[config.mk]
export PLATFORM = sky130hd
export DESIGN_NAME = json_scan_ctrl_flat
export DESIGN_NICKNAME = d
export VERILOG_FILES = /design/src/rtl/json_scan_ctrl_if.sv /design/src/rtl/json_scan_ctrl.sv /design/src/flat_wrapper.sv
export SDC_FILE = /design/constraint.sdc
export NUM_CORES = 1
export LEC_CHECK = 0
export BUFFER_PORTS_ARGS = -buffer_cell sky130_fd_sc_hd__buf_2
export CORE_UTILIZATION = 59
export CTS_CLUSTER_SIZE = 30
export DETAILED_ROUTE_END_ITERATION = 10
export PLACE_DENSITY = 0.81
export SLEW_MARGIN = 20
export SYNTH_ARGS = -nofsm -noshare
export SYNTH_HDL_FRONTEND = slang
export SYNTH_SLANG_ARGS = --single-unit
[constraint.sdc]
create_clock -name clk -period 6.86 [get_ports clk]
set_input_delay 1.029 -clock clk [delete_from_list [all_inputs] [get_ports clk]]
set_output_delay 1.029 -clock clk [all_outputs]
set_load 0.02 [all_outputs]
[src/rtl/json_scan_ctrl_if.sv]
// Byte-stream, structural-event and status bundle of the JSON structural scanner.
// The master side feeds bytes and consumes events; the slave side is the scanner itself.
interface json_scan_ctrl_if #(
  parameter int MAX_DEPTH = 32,
  parameter int POS_W     = 32
);
  localparam int DW = $clog2(MAX_DEPTH + 1);

  logic             in_valid;
  logic             in_ready;
  logic [7:0]       in_data;
  logic             in_last;
  logic             ev_valid;
  logic             ev_ready;
  logic [2:0]       ev_kind;
  logic [DW-1:0]    ev_depth;
  logic [POS_W-1:0] ev_pos;
  logic             err_valid;
  logic [2:0]       err_kind;
  logic [POS_W-1:0] err_pos;
  logic             done;
  logic [DW-1:0]    depth;

  modport master (
    output in_valid, in_data, in_last, ev_ready,
    input  in_ready, ev_valid, ev_kind, ev_depth, ev_pos,
    input  err_valid, err_kind, err_pos, done, depth
  );

  modport slave (
    input  in_valid, in_data, in_last, ev_ready,
    output in_ready, ev_valid, ev_kind, ev_depth, ev_pos,
    output err_valid, err_kind, err_pos, done, depth
  );
endinterface

[src/rtl/json_scan_ctrl.sv]
// Streaming JSON structural scanner: tracks string/escape/nesting state one byte per cycle
// and emits one registered structural event per significant byte, or a sticky error.
module json_scan_ctrl #(
  parameter int MAX_DEPTH = 32,
  parameter int POS_W     = 32
) (
  input logic           clk,
  input logic           rst_n,
  input logic           clear,
  json_scan_ctrl_if.slave bus
);
  localparam int DW = $clog2(MAX_DEPTH + 1);
  localparam logic [DW-1:0] MAXD = DW'(MAX_DEPTH);

  localparam logic [2:0] EV_OBJ_OPEN  = 3'd0;
  localparam logic [2:0] EV_OBJ_CLOSE = 3'd1;
  localparam logic [2:0] EV_ARR_OPEN  = 3'd2;
  localparam logic [2:0] EV_ARR_CLOSE = 3'd3;
  localparam logic [2:0] EV_STR_START = 3'd4;
  localparam logic [2:0] EV_STR_END   = 3'd5;
  localparam logic [2:0] EV_COLON     = 3'd6;
  localparam logic [2:0] EV_COMMA     = 3'd7;

  localparam logic [2:0] ERR_CLOSE_MISMATCH = 3'd1;
  localparam logic [2:0] ERR_UNDERFLOW      = 3'd2;
  localparam logic [2:0] ERR_OVERFLOW       = 3'd3;
  localparam logic [2:0] ERR_BAD_ESCAPE     = 3'd4;
  localparam logic [2:0] ERR_UNTERMINATED   = 3'd5;

  typedef enum logic [2:0] {RUN, STR, ESC, DONE, ERR} state_t;

  state_t           r_state;
  logic [MAX_DEPTH-1:0] r_stack;
  logic [DW-1:0]    r_depth;
  logic [POS_W-1:0] r_pos;
  logic             r_evValid;
  logic [2:0]       r_evKind;
  logic [DW-1:0]    r_evDepth;
  logic [POS_W-1:0] r_evPos;
  logic             r_errValid;
  logic [2:0]       r_errKind;
  logic [POS_W-1:0] r_errPos;
  logic             r_done;

  logic             w_inReady;
  logic             w_accept;
  logic             w_top;
  logic             w_isObj;
  logic             w_evFire;
  logic [2:0]       w_evKind;
  logic             w_byteErr;
  logic             w_errFire;
  logic [2:0]       w_errKind;
  logic             w_push;
  logic [DW-1:0]    w_depthN;
  state_t           w_stateN;

  assign w_inReady = ((r_state == RUN) || (r_state == STR) || (r_state == ESC)) &&
                     (!r_evValid || bus.ev_ready) && !clear;
  assign w_accept  = bus.in_valid && w_inReady;
  assign w_isObj   = (bus.in_data == 8'h7B) || (bus.in_data == 8'h7D);

  // Stack entry just below the current depth holds the type of the innermost open container.
  always_comb begin
    w_top = 1'b0;
    for (int i = 0; i < MAX_DEPTH; i++) begin
      if (DW'(i + 1) == r_depth) w_top = r_stack[i];
    end
  end

  always_comb begin
    w_evFire  = 1'b0;
    w_evKind  = EV_OBJ_OPEN;
    w_byteErr = 1'b0;
    w_errFire = 1'b0;
    w_errKind = 3'd0;
    w_push    = 1'b0;
    w_depthN  = r_depth;
    w_stateN  = r_state;
    case (r_state)
      RUN: begin
        case (bus.in_data)
          8'h7B, 8'h5B: begin
            if (r_depth == MAXD) begin
              w_byteErr = 1'b1;
              w_errKind = ERR_OVERFLOW;
            end else begin
              w_push   = 1'b1;
              w_depthN = r_depth + 1'b1;
              w_evFire = 1'b1;
              w_evKind = w_isObj ? EV_OBJ_OPEN : EV_ARR_OPEN;
            end
          end
          8'h7D, 8'h5D: begin
            if (r_depth == '0) begin
              w_byteErr = 1'b1;
              w_errKind = ERR_UNDERFLOW;
            end else if (w_top != w_isObj) begin
              w_byteErr = 1'b1;
              w_errKind = ERR_CLOSE_MISMATCH;
            end else begin
              w_depthN = r_depth - 1'b1;
              w_evFire = 1'b1;
              w_evKind = w_isObj ? EV_OBJ_CLOSE : EV_ARR_CLOSE;
            end
          end
          8'h22: begin
            w_evFire = 1'b1;
            w_evKind = EV_STR_START;
            w_stateN = STR;
          end
          8'h3A: begin
            w_evFire = 1'b1;
            w_evKind = EV_COLON;
          end
          8'h2C: begin
            w_evFire = 1'b1;
            w_evKind = EV_COMMA;
          end
          default: ;
        endcase
      end
      STR: begin
        if (bus.in_data == 8'h22) begin
          w_evFire = 1'b1;
          w_evKind = EV_STR_END;
          w_stateN = RUN;
        end else if (bus.in_data == 8'h5C) begin
          w_stateN = ESC;
        end
      end
      ESC: begin
        case (bus.in_data)
          8'h22, 8'h5C, 8'h2F, 8'h62, 8'h66, 8'h6E, 8'h72, 8'h74, 8'h75: w_stateN = STR;
          default: begin
            w_byteErr = 1'b1;
            w_errKind = ERR_BAD_ESCAPE;
          end
        endcase
      end
      default: ;
    endcase

    // A byte error wins over the end-of-document check for the same byte.
    if (w_byteErr) begin
      w_errFire = 1'b1;
      w_stateN  = ERR;
    end else if (bus.in_last) begin
      if ((w_stateN == RUN) && (w_depthN == '0)) begin
        w_stateN = DONE;
      end else begin
        w_errFire = 1'b1;
        w_errKind = ERR_UNTERMINATED;
        w_stateN  = ERR;
      end
    end
  end

  always_ff @(posedge clk or negedge rst_n) begin
    if (!rst_n) begin
      r_state    <= RUN;
      r_stack    <= '0;
      r_depth    <= '0;
      r_pos      <= '0;
      r_evValid  <= 1'b0;
      r_evKind   <= 3'd0;
      r_evDepth  <= '0;
      r_evPos    <= '0;
      r_errValid <= 1'b0;
      r_errKind  <= 3'd0;
      r_errPos   <= '0;
      r_done     <= 1'b0;
    end else if (clear) begin
      r_state    <= RUN;
      r_depth    <= '0;
      r_pos      <= '0;
      r_evValid  <= 1'b0;
      r_evKind   <= 3'd0;
      r_evDepth  <= '0;
      r_evPos    <= '0;
      r_errValid <= 1'b0;
      r_errKind  <= 3'd0;
      r_errPos   <= '0;
      r_done     <= 1'b0;
    end else begin
      if (r_evValid && bus.ev_ready) r_evValid <= 1'b0;
      if (w_accept) begin
        r_pos   <= r_pos + 1'b1;
        r_state <= w_stateN;
        r_depth <= w_depthN;
        if (w_push) begin
          for (int i = 0; i < MAX_DEPTH; i++) begin
            if (DW'(i) == r_depth) r_stack[i] <= w_isObj;
          end
        end
        if (w_evFire) begin
          r_evValid <= 1'b1;
          r_evKind  <= w_evKind;
          r_evDepth <= w_depthN;
          r_evPos   <= r_pos;
        end
        if (w_errFire) begin
          r_errValid <= 1'b1;
          r_errKind  <= w_errKind;
          r_errPos   <= r_pos;
        end
        if (w_stateN == DONE) r_done <= 1'b1;
      end
    end
  end

  assign bus.in_ready  = w_inReady;
  assign bus.ev_valid  = r_evValid;
  assign bus.ev_kind   = r_evKind;
  assign bus.ev_depth  = r_evDepth;
  assign bus.ev_pos    = r_evPos;
  assign bus.err_valid = r_errValid;
  assign bus.err_kind  = r_errKind;
  assign bus.err_pos   = r_errPos;
  assign bus.done      = r_done;
  assign bus.depth     = r_depth;
endmodule
[src/flat_wrapper.sv]
// flat-port wrapper written by rule: the top's interface ports become plain ports
module json_scan_ctrl_flat 
#(
  parameter int MAX_DEPTH = 32,
  parameter int POS_W     = 32
)
  (clk, rst_n, clear, bus_in_valid, bus_in_data, bus_in_last, bus_ev_ready, bus_in_ready, bus_ev_valid, bus_ev_kind, bus_ev_depth, bus_ev_pos, bus_err_valid, bus_err_kind, bus_err_pos, bus_done, bus_depth);
  json_scan_ctrl_if #(.MAX_DEPTH(MAX_DEPTH), .POS_W(POS_W)) bus_i ();
  input logic clk;
  input logic rst_n;
  input logic clear;
  input wire logic [$bits(bus_i.in_valid)-1:0] bus_in_valid;
  input wire logic [$bits(bus_i.in_data)-1:0] bus_in_data;
  input wire logic [$bits(bus_i.in_last)-1:0] bus_in_last;
  input wire logic [$bits(bus_i.ev_ready)-1:0] bus_ev_ready;
  output wire logic [$bits(bus_i.in_ready)-1:0] bus_in_ready;
  output wire logic [$bits(bus_i.ev_valid)-1:0] bus_ev_valid;
  output wire logic [$bits(bus_i.ev_kind)-1:0] bus_ev_kind;
  output wire logic [$bits(bus_i.ev_depth)-1:0] bus_ev_depth;
  output wire logic [$bits(bus_i.ev_pos)-1:0] bus_ev_pos;
  output wire logic [$bits(bus_i.err_valid)-1:0] bus_err_valid;
  output wire logic [$bits(bus_i.err_kind)-1:0] bus_err_kind;
  output wire logic [$bits(bus_i.err_pos)-1:0] bus_err_pos;
  output wire logic [$bits(bus_i.done)-1:0] bus_done;
  output wire logic [$bits(bus_i.depth)-1:0] bus_depth;
  assign bus_i.in_valid = bus_in_valid;
  assign bus_i.in_data = bus_in_data;
  assign bus_i.in_last = bus_in_last;
  assign bus_i.ev_ready = bus_ev_ready;
  assign bus_in_ready = bus_i.in_ready;
  assign bus_ev_valid = bus_i.ev_valid;
  assign bus_ev_kind = bus_i.ev_kind;
  assign bus_ev_depth = bus_i.ev_depth;
  assign bus_ev_pos = bus_i.ev_pos;
  assign bus_err_valid = bus_i.err_valid;
  assign bus_err_kind = bus_i.err_kind;
  assign bus_err_pos = bus_i.err_pos;
  assign bus_done = bus_i.done;
  assign bus_depth = bus_i.depth;
  json_scan_ctrl #(.MAX_DEPTH(MAX_DEPTH), .POS_W(POS_W)) u_core (.clk(clk), .rst_n(rst_n), .clear(clear), .bus(bus_i));
endmodule
==> run summary, run 1 <==
The area of the die is about 0.014 mm2. The slowest cell on the critical path is nor4_1. The post-CTS resize count came out at 0. The first global-routing pass estimated about 34000 um of wire. The total wire length after detailed routing came out at 20230 um.

The global routing stage identified its most utilized layer as met2. The area share of xor/xnor cells in the synthesized design is 0.02159. The count of maximum capacitance violations is 0. The clock insertion delay at the later pin of the skew report is 420 ps. The pre-CTS setup slack is a little under 1000 ps. TritonCTS built the clock tree.

Ranked by total cell area, the synthesized netlist is headed by dfrtp_1 47%, mux2_4 4.6%, nand2_1 4.1%, o21ai_0 3.6%, nor2b_1 3.5%. The most critical setup path has its startpoint at u_core.bus.depth[0]. The run finished with clean final reports. The most common cell in the synthesized netlist is dfrtp_1. The number of antenna diodes in the final layout is 0. The maximum count of clock buffers along a single path came out at 2. Headroom to the max-slew limit came out at 0.3384. The endpoint required time on the critical path is a little over 7000 ps. The number of sinks on the clock net is between 150 and 200. The met2 global-route usage came out at 0.4633. For this run, global-route usage on met3 was measured as 0.05077. The number of buffers added on ports is 99.

The startpoint class of the critical path is a flip-flop. The sequential cell area fraction in the yosys report came out at 0.4689. The largest stage delay on the critical path is roughly 580 ps. After synthesis, the largest family of logic cells by area is simple AND/OR/NAND/NOR gates. The number of global-route vias before repair was 6394. The synthesized design spends more area on one cell type than any other, namely dfrtp_1.

The number of max-slew violations in the final report is 0. The reg-to-reg critical path startpoint is u_core.bus.depth[0]. Setup violations remaining at the end of the flow were counted as 0. In this run, post-CTS hold repair placed 0 buffers. The synthesized netlist occupies a cell area of ~0.0081 mm2.

Across all layers, the routed design uses 6749 vias. From bottom edge to top edge, the die measures ~120 um. The post-DP HPWL came out at roughly 13000 um. The standard cell core area is ~0.013 mm2. The met1 demand-to-capacity share in global routing came out at 0.4395. The arrival time of the worst setup path is 6300 ps. The initial detailed-routing violation count is ~640.

The worst path buffer plus inverter count is 2. The async set-or-reset flop fraction in the synthesized netlist came out at 1.000. The number of buffers created by CTS came out at 17. The critical path goes through inv_1 > ha_1 > or3b_4 > nor2_1 > or3_1 > a211oi_1 > o221a_2 > o21ai_0 > a22oi_1 > ha_1 > nor4_1 > nand2b_1 > o21ai_0 > a221oi_2 > nand4b_1 > o41ai_2 > a21o_2 > buf_12 > mux2_2. The worst hold-check path type is flip-flop to flip-flop. For this run the aggregate overflow at the end of global routing stands at 0.

Counting flops with a built-in enable in the synthesized netlist gives 0. The final worst-path cycle share is 0.8738. The initial core utilization is 0.6077. The post-CTS setup repair buffer count is 0.

The complex-gate fraction of the synthesized area is 0.1695. Clock-pin slew was measured on the worst setup and hold paths at roughly 60 ps. Entering global routing, the biggest net connects 82 pins. The areal power density over the cells came out at 218.9 mW/mm2. The post-layout minimum cycle time is between 5000 and 6000 ps. The hold violation count in the final report is 0.

The most used flip-flop cell after synthesis is dfrtp_1. The layout-stage area growth over the synthesis result came out at 13.62%. After synthesis, the mean cell area works out to approximately 9.7 um2.

The worst setup path is captured at a flip-flop. Summed over all failing endpoints, the final setup total negative slack is 0 ps. By count the netlist is led by 152 x dfrtp_1, 88 x nand2_1, 67 x nor2_1. The post-detailed-route via-to-cell ratio came out at 6.130. After technology mapping, the gate count stands at 840. Grouping stages by cell kind, the critical path spends the most delay in compound AO/OA/AOI/OAI gates.

The leakage power figure came out at ~0.0045 uW. The DRC violation count after routing is 0. The post-route core utilization came out at 0.6905.

The number of synthesized register bits is 152. The number of antenna violations at the first check in global routing came out at 0. Setup repair after global routing left no endpoint under its margin. The number of nets in the final layout came out at slightly above 900. The peak ir drop on the vdd network came out at between 0.00015 and 0.0002 V. In this run the worst path has a maximum fanout of 20. The width of the chip is ~120 um. The startpoint of the lowest-slack hold path is u_core.r_stack[16]. The fraction of post-synthesis cell area in the top cell type by area came out at 0.4689. The total routing resource utilization after global routing is 0.3026.

The share of synthesized area spent on multiplexers is 0.06694. Across all hold checks on the routed design, the worst slack comes to around 480 ps. The post-synth net total came out at between 800 and 900.

The simple-gate area share of the yosys netlist came out at 0.2189. The H-tree depth is 4. For the pin with the worst max-slew slack, the measured transition is between 900 and 1000 ps. The root buffer cell chosen for the clock tree is clkbuf_16. The highest clock frequency the design can meet is 0.1668 GHz. The number of warnings reported in the yosys synthesis log is 0. The row count is 42.

Synthesis instantiated 69 different standard cells from the library. In this run the remaining antenna-violating nets after routing total 0. The adder and majority gate portion of the synthesized area is 0.01080. The routed wire length per instance is 18.37 um. 100 I/O pins were placed. Routability-driven placement finished with a final weighted congestion of ~0.96. The setup slack of the critical path after layout came out at 866.0 ps. The critical path is of the flip-flop to flip-flop type. The fraction of layout instances using a drive strength above 1 came out at 0.2043. The number of detailed-route iterations in the first pass came out at 5. The clock skew is 9.619 ps.
## worst reg2reg max path, delay by kind of cell, from the launching register on
family          cells  cell delay, ps
mux                 1             370
fa+ha+maj           2             860
flops               1             500
compound gates      8            1990
simple gates        6            1680
buf+inv             2             500
## power breakdown
group	total [uW]	switching [uW]	internal, uW
sequential	927	19.9	907
clock	907	384	523
combinational	183	127	56.7
## metrics by stage
stage | instances | power [uW] | cell area, um2
2_1_floorplan | 840 | 1066 | 8112
5_1_grt | 1101 | 2086 | 9216
3_5_place_dp | 1070 | 1124 | 8648
6_report | 1101 | 2017 | 9216
4_1_cts | 1101 | 2025 | 9216
3_3_place_gp | 1070 | 1123 | 8648
## metal layers
| layer | vias up | share of wire |
|---|---|---|
| met5 | - | 0 |
| met4 | 0 | 0.017 |
| met3 | 40 | 0.055 |
| met2 | 258 | 0.47 |
| met1 | 3296 | 0.46 |
| li1 | 3155 | - |
## sequential cells by signal (all words and copies together), names as in the netlist
name                  flops
u_core.bus.err_pos       32
u_core.bus.ev_pos        32
u_core.r_pos             32
u_core.r_stack           32
u_core.bus.depth          6
u_core.bus.ev_depth       6
u_core.bus.err_kind       3
u_core.bus.ev_kind        3
u_core.r_state            3
u_core.bus.done           1
u_core.bus.err_valid      1
u_core.bus.ev_valid       1
## cell usage in the layout, fill, tap and decap left out, types with 6 or more instances in the layout
| cell | n |
|---|---|
| dfrtp_1 | 152 |
| buf_2 | 98 |
| nand2_1 | 88 |
| nor2_1 | 66 |
| o21ai_0 | 57 |
| nor2b_1 | 45 |
| a21oi_1 | 35 |
| nand3_1 | 34 |
| o31ai_1 | 32 |
| and3_1 | 27 |
| mux2_4 | 25 |
| a21o_1 | 23 |
| inv_1 | 17 |
| clkbuf_16 | 17 |
| a211oi_1 | 15 |
| xor2_1 | 12 |
| nor3_1 | 11 |
| mux2i_1 | 10 |
| buf_4 | 10 |
| nand4_1 | 9 |
| nand2b_1 | 8 |
| xnor2_1 | 8 |
| ha_1 | 7 |
| nor4b_1 | 6 |
| a22oi_1 | 6 |
| and2_1 | 6 |
| mux2_2 | 6 |
| inv_6 | 6 |
## layout make-up
type | instances | area, um2
fillers | 1051 | 4131
clock buffers | 20 | 456.7
inverters | 17 | 63.81
flip-flops and latches | 152 | 3804
multi-input cells | 615 | 3964
repair buffers | 110 | 596.8
well taps | 176 | 220.2
clock inverters | 11 | 111.4
## logic make-up (layout without fill, tap and decap cells)
family	count (synthesis)	after routing
AND/OR/NAND/NOR	339	339
AO/OA/AOI/OAI	208	208
flip-flops	152	152
buffers and inverters	73	158
multiplexers	41	41
XOR/XNOR	20	20
adder cells (fa/ha/maj)	7	7
## path summary, 6_finish.rpt
path | to | slack [ps] | cells past startpoint
max in group asynchronous | u_core.r_pos[13] | 4790 | 2
setup / recovery | u_core.bus.err_pos[5] | 870 | 19
hold reg to reg | u_core.r_stack[16] | 480 | 1
setup reg to reg | u_core.bus.err_pos[5] | 870 | 19
hold / removal | u_core.r_stack[16] | 480 | 1
min in group asynchronous | u_core.bus.depth[3] | 640 | 1
(Power assumes the default switching activity.)
==> run 2: changes to the inputs <==
- CORE_UTILIZATION: 59 -> 63
- PLACE_DENSITY: 0.81 -> 0.86
- clock period: 6.86 -> 7.2 ns (I/O delays scaled with it)
==> run 2 against run 1 <==
  * Maximum frequency is 2.1% lower
  * Count of clock-buffer cells in the layout down 2
  * Total power fell by 3.0%
  * Sequential cell count stayed put
  * Die area fell by 6.2%
  * Combinational power down 5%
  * Hold slack improved by 25 ps
  * Wire length rose by 0.18%
  * Critical path depth did not move
  * Critical endpoint unchanged
==> run summary, run 2 (synthesis results as in run 1) <==
The DRC violation count after routing is 0. The sequential cell area is about 0.0038 mm2. The boundary pin count came out at 100. The initialized floorplan defines between 40 and 50 standard-cell rows. At the pin with the least slew margin, the transition time is about 950 ps. The H-tree depth came out at 4. The post-detailed-route via-to-cell ratio is approximately 6.2. The final worst-path cycle share is 0.8501. The number of buffers inserted by hold repair at cts is 0. The maximum count of clock buffers along a single path is 2. The clock-pin slew on the worst setup and hold paths is 60 ps. For the worst-skew pair, the clock arrives at the later sink with an insertion delay of about 430 ps. Max-cap violations in this run came to 0. The area of the die is 0.01333 mm2.

The peak ir drop on the vdd network came out at about 0.00013 V. Clock tree synthesis selected as its root buffer the cell clkbuf_16. The number of setup buffers added after CTS is 0. The layout-stage area growth over the synthesis result is 13.53%. The pre-CTS setup slack is ~1400 ps. The worst hold path belongs to the class flip-flop to flip-flop. For this configuration, the core starts out at a cell density of 0.6454.

The final setup TNS is 0 ps. TritonCTS built the clock tree. For this design, the sink count on the clock tree is 152.

Before antenna repair, the detailed router went through 6 iterations. The number of cells in the design after placement is roughly 1100. The number of nets in the final layout is between 900 and 1000. The vertical die dimension came out at between 100 and 150 um.

The placed instances occupy a cell area of 0.008616 mm2. The setup path with the least slack is of type flip-flop to flip-flop. The global-route wire length before repair is approximately 33000 um. The leakage power figure is between 0.004 and 0.005 uW. In the final routed layout, each cell accounts on average for roughly 18 um. The final cell count without fillers is ~1100. The number of global-route vias before repair is 6461.

Setup repair after global routing left no endpoint under its margin. The standard cell core area is 0.01257 mm2. In this run the remaining antenna-violating nets after routing total 0. The total routing resource utilization after global routing is 0.3202. The initial detailed-routing violation count is 602.

The antenna diode count is 0. Entering global routing, the biggest net connects ~80 pins. The areal power density over the cells is roughly 210 mW/mm2.

The top cell types in the final layout, fill and taps aside, are 152 x dfrtp_1, 98 x buf_2, 88 x nand2_1, 66 x nor2_1, 57 x o21ai_0. The number of buffers added on ports is roughly 100. The width of the chip came out at about 120 um.

The arrival time of the worst setup path is ~6400 ps. The biggest fanout along the worst timing path came out at 20. The relative slew slack is 0.3672. The number of inserted filler cells in the final layout is 891. Setup violations remaining at the end of the flow were counted as 0.

At the worst endpoint, the required time is roughly 7500 ps. The total vias in the final route came out at 6825. The final instance area is 0.009209 mm2. The highest clock frequency the design can meet is 0.1634 GHz.

The worst setup path is launched from a flip-flop. The hold violation count in the final report is 0. The overall overflow remaining after global route is 0. The post-DP HPWL is ~13000 um. The commonest non-fill, non-tap cell in the layout is dfrtp_1.

In the final layout, the multi-input gates occupy between 0.003 and 0.004 mm2. STA classifies the critical path endpoint as a flip-flop. The number of max-slew violations in the final report came out at 0. Of the cells placed in the final design, the portion with a size suffix greater than 1 is 0.2035. The run finished with clean final reports. The post-CTS resize count is 0. The final RePlAce weighted congestion is ~0.97. The clock skew came out at ~10 ps. The final layout contains routed wiring with a total length of slightly above 20000 um. The number of antenna violations at the first check in global routing came out at 0. Across all setup checks in the final design, the least slack found is between 1000 and 1500 ps. In this run, CTS created clock tree buffers numbering 17.

The post-layout minimum cycle time came out at a little over 6000 ps.
==> run 2: cell count changes in the layout (fill, tap and decap cells not counted), sizes merged <==
| cell | delta |
|---|---|
| buf | -2 |
| bufinv | +1 |
| clkbuf | -2 |
| inv | +1 |
| clkinvlp | -1 |
| clkinv | +2 |
==> run 2: layout make-up <==
cell class                      count  share of cell area
Inverter                           17            0.006929
Multi-Input combinational cell    615              0.4304
Clock buffer                       18             0.04660
Timing Repair Buffer              108             0.06182
Clock inverter                     14             0.01780
Tap cell                          172             0.02337
Sequential cell                   152              0.4130
==> run 2: layer usage <==
metal | global-route usage | vias up | wire [um]
li1 | - | 3152 | -
met1 | 0.4326 | 3304 | 8709
met2 | 0.5062 | 313 | 9664
met3 | 0.05596 | 56 | 1280
met4 | 0.1515 | 0 | 608
met5 | 0 | - | 0
==> run 2: path summary, 6_finish.rpt <==
| kind | slack [ps] | depth (start not counted) | start | to |
|---|---|---|---|---|
| setup / recovery | 1080 | 19 | u_core.bus.depth[0] | u_core.bus.err_pos[5] |
| hold / removal | 510 | 1 | u_core.r_stack[16] | u_core.r_stack[16] |
| setup reg to reg | 1080 | 19 | u_core.bus.depth[0] | u_core.bus.err_pos[5] |
| hold reg to reg | 510 | 1 | u_core.r_stack[16] | u_core.r_stack[16] |
| max in group asynchronous | 5080 | 2 | rst_n | u_core.bus.ev_pos[20] |
| min in group asynchronous | 680 | 1 | rst_n | u_core.r_stack[22] |
==> run 2: stage by stage <==
| stage | power (uW) | utilization | hold WS (ps) |
|---|---|---|---|
| 2_1_floorplan | 1016 | - | 441.2 |
| 5_1_grt | 2015 | 0.7327 | 533.2 |
| 3_5_place_dp | 1068 | 0.6855 | 486.8 |
| 3_3_place_gp | 1065 | 0.6855 | 487.0 |
| 6_report | 1957 | 0.7327 | 507.9 |
| 4_1_cts | 1961 | 0.7327 | 500.5 |
==> run 2: critical path, cell delays in order (launching register included) <==
cell and delay (ps):
dfrtp_1 510, inv_1 250, ha_1 630, nand2_1 170, a221o_1 330, a21oi_1 140, a211oi_1 70, o221a_2 250
o21ai_0 220, a22oi_1 140, ha_1 360, nor4_1 570, nand2b_1 180, o21ai_0 110, a221oi_2 330, nand4b_1 190
o41ai_2 410, a21o_2 370, buf_4 380, mux2_2 380
==> run 2: report_power, final <==
| part | switching (uW) | internal (uW) | total (uW) | leakage [uW] |
|---|---|---|---|---|
| registers | 20.6 | 864 | 885 | 0.00211 |
| logic | 120 | 52.5 | 173 | 0.00213 |
| clock network | 378 | 521 | 899 | 0.000291 |
